### src/rtl/spi_mode0.sv
// SPI mode-0 master: shifts one byte out on mosi (MSB first) while sampling miso,
// then holds busy through a programmable inter-byte gap before returning to idle.
module spi_mode0 #(
    parameter int CLK_DIV    = 50,
    parameter int GAP_CYCLES = 1000
) (
    input  logic       clk,
    input  logic       rst,
    input  logic       get_byte,
    input  logic [7:0] data_send,
    input  logic       miso,
    output logic       sclk,
    output logic       mosi,
    output logic       busy,
    output logic [7:0] data_rx
);

    typedef enum logic [1:0] {
        IDLE  = 2'd0,
        SHIFT = 2'd1,
        GAP   = 2'd2
    } state_t;

    localparam logic [7:0]  DIV_LAST = 8'(CLK_DIV - 1);
    localparam logic [15:0] GAP_LAST = (GAP_CYCLES == 0) ? 16'd0 : 16'(GAP_CYCLES - 1);

    state_t      r_state;
    state_t      w_state_nxt;
    logic [7:0]  r_div;
    logic [2:0]  r_bit;
    logic [15:0] r_gap;
    logic [6:0]  r_tx;
    logic [7:0]  r_rx;
    logic [7:0]  r_data_rx;
    logic        r_sclk;
    logic        r_mosi;
    logic        r_busy;

    logic w_tc;
    logic w_start;
    logic w_rise;
    logic w_fall;
    logic w_last;
    logic w_gap_done;

    always_comb begin
        w_state_nxt = r_state;
        w_tc        = (r_div == DIV_LAST);
        w_start     = 1'b0;
        w_rise      = 1'b0;
        w_fall      = 1'b0;
        w_last      = 1'b0;
        w_gap_done  = 1'b0;
        case (r_state)
            IDLE: begin
                if (get_byte) begin
                    w_start     = 1'b1;
                    w_state_nxt = SHIFT;
                end
            end
            SHIFT: begin
                w_rise = w_tc && !r_sclk;
                w_fall = w_tc && r_sclk;
                w_last = w_fall && (r_bit == 3'd7);
                if (w_last) begin
                    w_state_nxt = (GAP_CYCLES == 0) ? IDLE : GAP;
                end
            end
            GAP: begin
                w_gap_done = (r_gap == GAP_LAST);
                if (w_gap_done) begin
                    w_state_nxt = IDLE;
                end
            end
            default: w_state_nxt = IDLE;
        endcase
    end

    always_ff @(posedge clk or negedge rst) begin
        if (!rst) begin
            r_state <= IDLE;
        end else begin
            r_state <= w_state_nxt;
        end
    end

    always_ff @(posedge clk or negedge rst) begin
        if (!rst) begin
            r_div     <= 8'd0;
            r_bit     <= 3'd0;
            r_gap     <= 16'd0;
            r_tx      <= 7'd0;
            r_rx      <= 8'd0;
            r_data_rx <= 8'd0;
            r_sclk    <= 1'b0;
            r_mosi    <= 1'b0;
            r_busy    <= 1'b0;
        end else begin
            case (r_state)
                IDLE: begin
                    r_sclk <= 1'b0;
                    if (w_start) begin
                        r_tx   <= data_send[6:0];
                        r_mosi <= data_send[7];
                        r_busy <= 1'b1;
                        r_div  <= 8'd0;
                        r_bit  <= 3'd0;
                    end
                end
                SHIFT: begin
                    r_div <= w_tc ? 8'd0 : r_div + 8'd1;
                    if (w_tc) begin
                        r_sclk <= ~r_sclk;
                    end
                    if (w_rise) begin
                        r_rx <= {r_rx[6:0], miso};
                    end
                    // mosi only moves on the falling sclk edge; the last bit is held into the gap
                    if (w_fall) begin
                        r_bit <= r_bit + 3'd1;
                        if (!w_last) begin
                            r_mosi <= r_tx[6];
                            r_tx   <= {r_tx[5:0], 1'b0};
                        end
                    end
                    if (w_last) begin
                        r_data_rx <= r_rx;
                        r_gap     <= 16'd0;
                        if (GAP_CYCLES == 0) begin
                            r_busy <= 1'b0;
                        end
                    end
                end
                GAP: begin
                    r_gap <= r_gap + 16'd1;
                    if (w_gap_done) begin
                        r_busy <= 1'b0;
                    end
                end
                default: begin
                    r_sclk <= 1'b0;
                    r_busy <= 1'b0;
                end
            endcase
        end
    end

    assign sclk    = r_sclk;
    assign mosi    = r_mosi;
    assign busy    = r_busy;
    assign data_rx = r_data_rx;

endmodule

### config.mk
export PLATFORM = sky130hd
export DESIGN_NAME = spi_mode0
export DESIGN_NICKNAME = d
export VERILOG_FILES = /design/src/rtl/spi_mode0.sv
export SDC_FILE = /design/constraint.sdc
export NUM_CORES = 1
export LEC_CHECK = 0
export BUFFER_PORTS_ARGS = -buffer_cell sky130_fd_sc_hd__buf_2
export CAP_MARGIN = 25
export CORE_MARGIN = 2
export CORE_UTILIZATION = 37
export CTS_CLUSTER_DIAMETER = 60
export CTS_CLUSTER_SIZE = 10
export DETAILED_ROUTE_END_ITERATION = 10
export SLEW_MARGIN = 20
export SYNTH_ARGS = -nofsm -noshare
export SYNTH_HDL_FRONTEND = slang
export SYNTH_SLANG_ARGS = --single-unit
### constraint.sdc
create_clock -name clk -period 2.3 [get_ports clk]
set_input_delay 0.345 -clock clk [delete_from_list [all_inputs] [get_ports clk]]
set_output_delay 0.345 -clock clk [all_outputs]
set_load 0.05 [all_outputs]
# After elaboration in Yosys (flattened, before gate mapping)

Cells that the tools add are included.

Add/subtract/negate cells: 3
$mul: 0
Divide/modulo/power cells: 0
Order comparisons: 0
Equal/unequal tests: 14
Shift-type cells: 0
Muxes and demuxes: 31
Bitwise gates (word level): 3
Reduce and logical (&&, ||, !) cells: 16

Operators with widths:

| kind                                                              | number |
|---|---|
| 16-bit case mux with 2 select lines                               | 1 |
| 7-bit 2-to-1 mux                                                  | 3 |
| 2-bit inequality test, second input constant                      | 9 |
| 16-bit by 1-bit adder with 16-bit output, second input constant   | 1 |
| 16-bit by 10-bit == test with 1-bit output, second input constant | 1 |
| 16-bit 2-to-1 mux                                                 | 1 |
| 8-bit 2-to-1 mux                                                  | 2 |
| 8-bit case mux with 2 select lines                                | 1 |
| 7-bit case mux with 2 select lines                                | 1 |
| 1-bit 2-to-1 mux                                                  | 12 |
| 2-bit AND reduction                                               | 5 |
| 3-bit AND reduction                                               | 3 |
| 8-bit by 1-bit adder with 8-bit output, second input constant     | 1 |
| 8-bit by 6-bit == test with 1-bit output, second input constant   | 1 |
| 2-bit 2-to-1 mux                                                  | 3 |
| 3-bit 2-to-1 mux                                                  | 2 |
| 2-bit case mux with 3 select lines                                | 1 |
| 3-bit case mux with 2 select lines                                | 1 |
| 1-bit case mux with 2 select lines                                | 2 |
| 4-bit AND reduction                                               | 1 |
| 2-bit nonzero test                                                | 2 |
| 3-bit by 1-bit adder with 3-bit output, second input constant     | 1 |
| 3-bit == test, second input constant                              | 1 |
| 1-bit logical AND                                                 | 3 |
| 6 further kinds                                                   | 8 |

Register bits: 55
Bits in latches: 0
Bits in writable memories: 0
ROM bits: 0
Bits of input ports: 12
Output and inout port bits: 11
Logic and storage cells: 77
Memories kept: 0

# Depth between registers and ports, before layout

Depth in word-level cells: 7
Depth in mapped cells: 7
Gate-level depth less buffers: 6

# Worst setup path before layout

No wires, ideal clock.

Path type: register -> register
Start point: register r_sclk (netlist: sclk)
End point: register r_data_rx[6] (netlist: data_rx[6])
Library setup time: 0.125 ns
Data arrival time: 1.645 ns
Data required time: 2.175 ns
Slack: 0.530 ns
Cell stages (with the launch flop): 5
Buffers on the path: 1
Clock period less this slack: 1.770 ns
Cells stage by stage: dfrtp_1 > and4b_1 > nand4_4 > buf_6 > mux2_4

Longest elaborated chain between the ends: 4

Ends and longest elaborated chain:

| element                       | RTL line | text |
|---|---|---|
| start, declared               | 35       | `logic r_sclk;` |
| start signal, assigned        | 113      | `r_sclk <= ~r_sclk;` |
| 1-bit logical AND             | 63       | `w_fall = w_tc && r_sclk;` |
| 1-bit logical AND             | 64       | `w_last = w_fall && (r_bit == 3'd7);` |
| 1-bit 2-to-1 mux              | 54       | `case (r_state)` |
| 2-bit AND reduction (no line) | -        |  |
| end signal, assigned          | 127      | `r_data_rx <= r_rx;` |
| end, declared                 | 34       | `logic [7:0] r_data_rx;` |

Every way passes these cells.
A chain may end at the register's enable or synchronous reset.

# Worst setup path after layout

Start point: register r_div[1]
End point: register r_data_rx[6] (netlist: data_rx[6])

Longest elaborated chain between the ends: 5

Ends and longest elaborated chain:

| element                                  | RTL line | text |
|---|---|---|
| start, declared                          | 29       | `logic [7:0] r_div;` |
| start signal, assigned                   | 111      | `r_div <= w_tc ? 8'd0 : r_div + 8'd1;` |
| 8-bit by 6-bit == test with 1-bit output | 48       | `w_tc = (r_div == DIV_LAST);` |
| 1-bit logical AND                        | 63       |  |
| 1-bit logical AND                        | 64       |  |
| 1-bit 2-to-1 mux                         | 54       |  |
| 2-bit AND reduction (no line)            | -        |  |

Every way passes these cells.

==> summary.md <==
| Metric | Value |
|---|---|
| Status | finished, violations left |
| Failing checks | hold timing |
| I/O Pins | 23 |
| Residual DRC count | 0 |
| Worst skew pair latency | 0.32 ns |
| Measured slew at the worst slew-check pin | 0.486 ns |
| DR pass1 iterations | 4 |
| Clock Skews | 0.0134 ns |
| PnR worst setup slack | 0.426 ns |
| Post-CTS Setup Inserts | 0 |
| Fin crit period | 1.87 ns |
| Initial Utilization | 0.376 |
| Top-area cell type share of the netlist area | 0.510 |
| Share of the yosys chip area belonging to registers | 0.510 |
| Reg2reg end | data_rx[6] |
| Synth top area cells | dfrtp_1 51%, mux2_2 6.3%, mux2i_1 4.4%, nand2_1 4.2%, nand3_1 2.6% |
| Final Hold Viols | 6 |
| Multi-input gate area | 1240 um2 |
| Die height | 89.4 um |
| CP max FO | 17 |
| Chip Width | 89.4 um |
| Gate Count Post-Synth | 248 |
| Cts hold-fix bufs | 0 |
| Critical path endpoint category | flop |
| Leakage power | 1.48 nW |
| Area grow syn2layout | 12.0% |
| Most common cell after layout, fill and taps aside | dfrtp_1 |
| Global-route wire length before repair | 9050 um |
| Post-synthesis cell area | 2700 um2 |
| Slew margin rel. | 0.673 |
| Total of max-cap violations | 0 |
| Reg clk slew, reported paths | 0.11 ns |
| Synth area leader | dfrtp_1 |
| Max incr delay on CP | 0.40 ns |
| Clk Tree Root Cell | clkbuf_8 |
| Number of buffers added on ports | 22 |
| FILL cells | 705 |
| CP startpoint | r_div[1] |
| Cts repair resizes | 0 |
| Final setup vio count | 0 |
| WP buf/inv | 1 |
| All-Layer GR Usage | 0.143 |
| Total area of sequential cells | 1380 um2 |
| Clock Sinks | 55 |
| Reg2Reg Depth | 5 |
| #FFs+latches synth | 55 |
| Synth Warn # | 0 |
| Worst-path cell chain | inv_1, ha_1, nor4b_4, nand4_4, mux2_4 |
| Period utilization | 0.815 |
| R2R Setup Slk | 0.43 ns |
| Max-slew violation count | 0 |
| Pwr/cell area | 733 nW/um2 |
| CTS Buf Count | 5 |
| Syn_nets | 265 |
| GR Overflow Total | 0 |
| Unrepaired setup endpoints after global routing | no |
| Peak VDD IR | 460 uV |
| Count of cell types in the netlist | 55 |
| CP Data Arrival Time | 2.08 ns |
| Routed Antenna Nets | 0 |
| Design area | 3020 um2 |
| CP max stage cell | dfrtp_1 |
| Antenna cell count | 0 |
| Core area | 7180 um2 |
| Rows | 31 |
| Area post-placement | 2930 um2 |
| DR vias/cell | 5.28 |
| DRT Wirelength | 5180 um |
| Critical path class | reg2reg |
| Number of synthesized flops with an enable pin | 0 |
| CTS tree | yes |
| Top delay family on crit path | simple AND/OR/NAND/NOR gates |
| Initial DRC Count | 125 |
| Setup TNS | 0 ns |
| CTS Buffer Depth | 2 |
| H-tree depth | 2 |
| Final routed wire length divided by cell count | 13.9 um |
| Hpwl dp | 3530 um |
| Routability cong. | 0.773 |
| Die area | 8000 um2 |
| Share of layout cells above drive strength 1 | 0.230 |
| Initial antenna violation count | 0 |
| Mean area per synthesized cell | 10.9 um2 |
| Top FF cell, synth | dfrtp_1 |
| Final core utilization | 0.421 |
| Place WS | 0.406 ns |
| Data required, critical path | 2.51 ns |
| Reg-to-Reg Start | r_div[1] |
| Hold/Removal Path Class | in2async |
| Via count | 1,971 |
| Highest clock rate | 534 MHz |
| Largest net degree at the start of global routing | 56 |
| Synth async-reset ratio | 1.00 |
| Number of global-route vias before repair | 1,902 |
| Final #Nets | 290 |
| Hold slack | -0.00352 ns |
| Most frequent cells in the layout | 55 x dfrtp_1, 30 x nand2_1, 22 x buf_2 |
| Worst setup SP type | flop |
| Pwr Total | 0.00221 W |
area by class of cell:
cell class              count  share of cell area
inverters                   6             0.00745
repair buffers             27              0.0530
flip-flops and latches     55               0.455
clock inverters             3             0.00911
multi-input cells         178               0.411
clock buffers               5              0.0228
well taps                  99              0.0410
cell families (layout without fill, tap and decap cells):
kind of cell / Yosys count / count (layout) / synth area share
multiplexers: 28 / 28 / 0.113
AND/OR/NAND/NOR: 97 / 97 / 0.198
XOR/XNOR: 1 / 1 / 0.00324
adder cells (fa/ha/maj): 5 / 5 / 0.0232
buffers and inverters: 15 / 41 / 0.0297
AO/OA/AOI/OAI: 47 / 47 / 0.124
flip-flops: 55 / 55 / 0.510
power by group:
part	switching, W	internal, W
Sequential	0.000136	0.00111
Combinational	0.000214	0.000190
Clock	0.000341	0.000224
Total	0.000691	0.00152
worst max path at each step:
stage / to / slack, ns / cells past startpoint
global placement: data_rx[6] / 0.44 / 5
floorplan: data_rx[6] / 0.53 / 4
global route: r_gap[12] / 0.19 / 6
finish: data_rx[6] / 0.43 / 5
CTS: data_rx[6] / 0.41 / 5
detailed placement: data_rx[6] / 0.41 / 5
per-stage QoR:
| stage | std cells | hold WS (ns) |
|---|---|---|
| after floorplan | 248 | 0.0494 |
| after global placement | 365 | 0.369 |
| after detailed placement | 365 | 0.366 |
| after CTS | 373 | 0.0152 |
| after global routing | 373 | 0.0163 |
| final | 373 | -0.00352 |
routing by layer:
metal | GRT usage | wire length (um)
met3 | 0.0314 | 176
met5 | 0 | 0
met4 | 0.0366 | 60
met2 | 0.226 | 2450
met1 | 0.202 | 2490
flip-flops by register name (all words and copies together) (netlist names):
signal   flops
r_gap       16
r_tx         7
mosi         1
sclk         1
r_bit        3
r_state      2
data_rx      8
r_rx         8
r_div        8
busy         1
cell usage after synthesis (2+ instances only):
cell type / n
nand4b_1: 2
buf_2: 4
inv_1: 6
nor3_1: 4
dfrtp_1: 55
mux2_2: 15
a21oi_1: 8
nor2b_1: 3
and3_2: 2
and2_1: 2
nand3_1: 14
buf_4: 3
o211ai_1: 3
o31ai_1: 2
nand4_1: 4
nor2_1: 15
and3_1: 3
o311ai_0: 3
ha_1: 5
o21ai_0: 13
nor3b_1: 2
or4_1: 2
o2bb2ai_1: 2
nand2_1: 30
mux2i_1: 12
nand2b_1: 3
nor4_1: 3
Power figures use the tool's default switching activity.
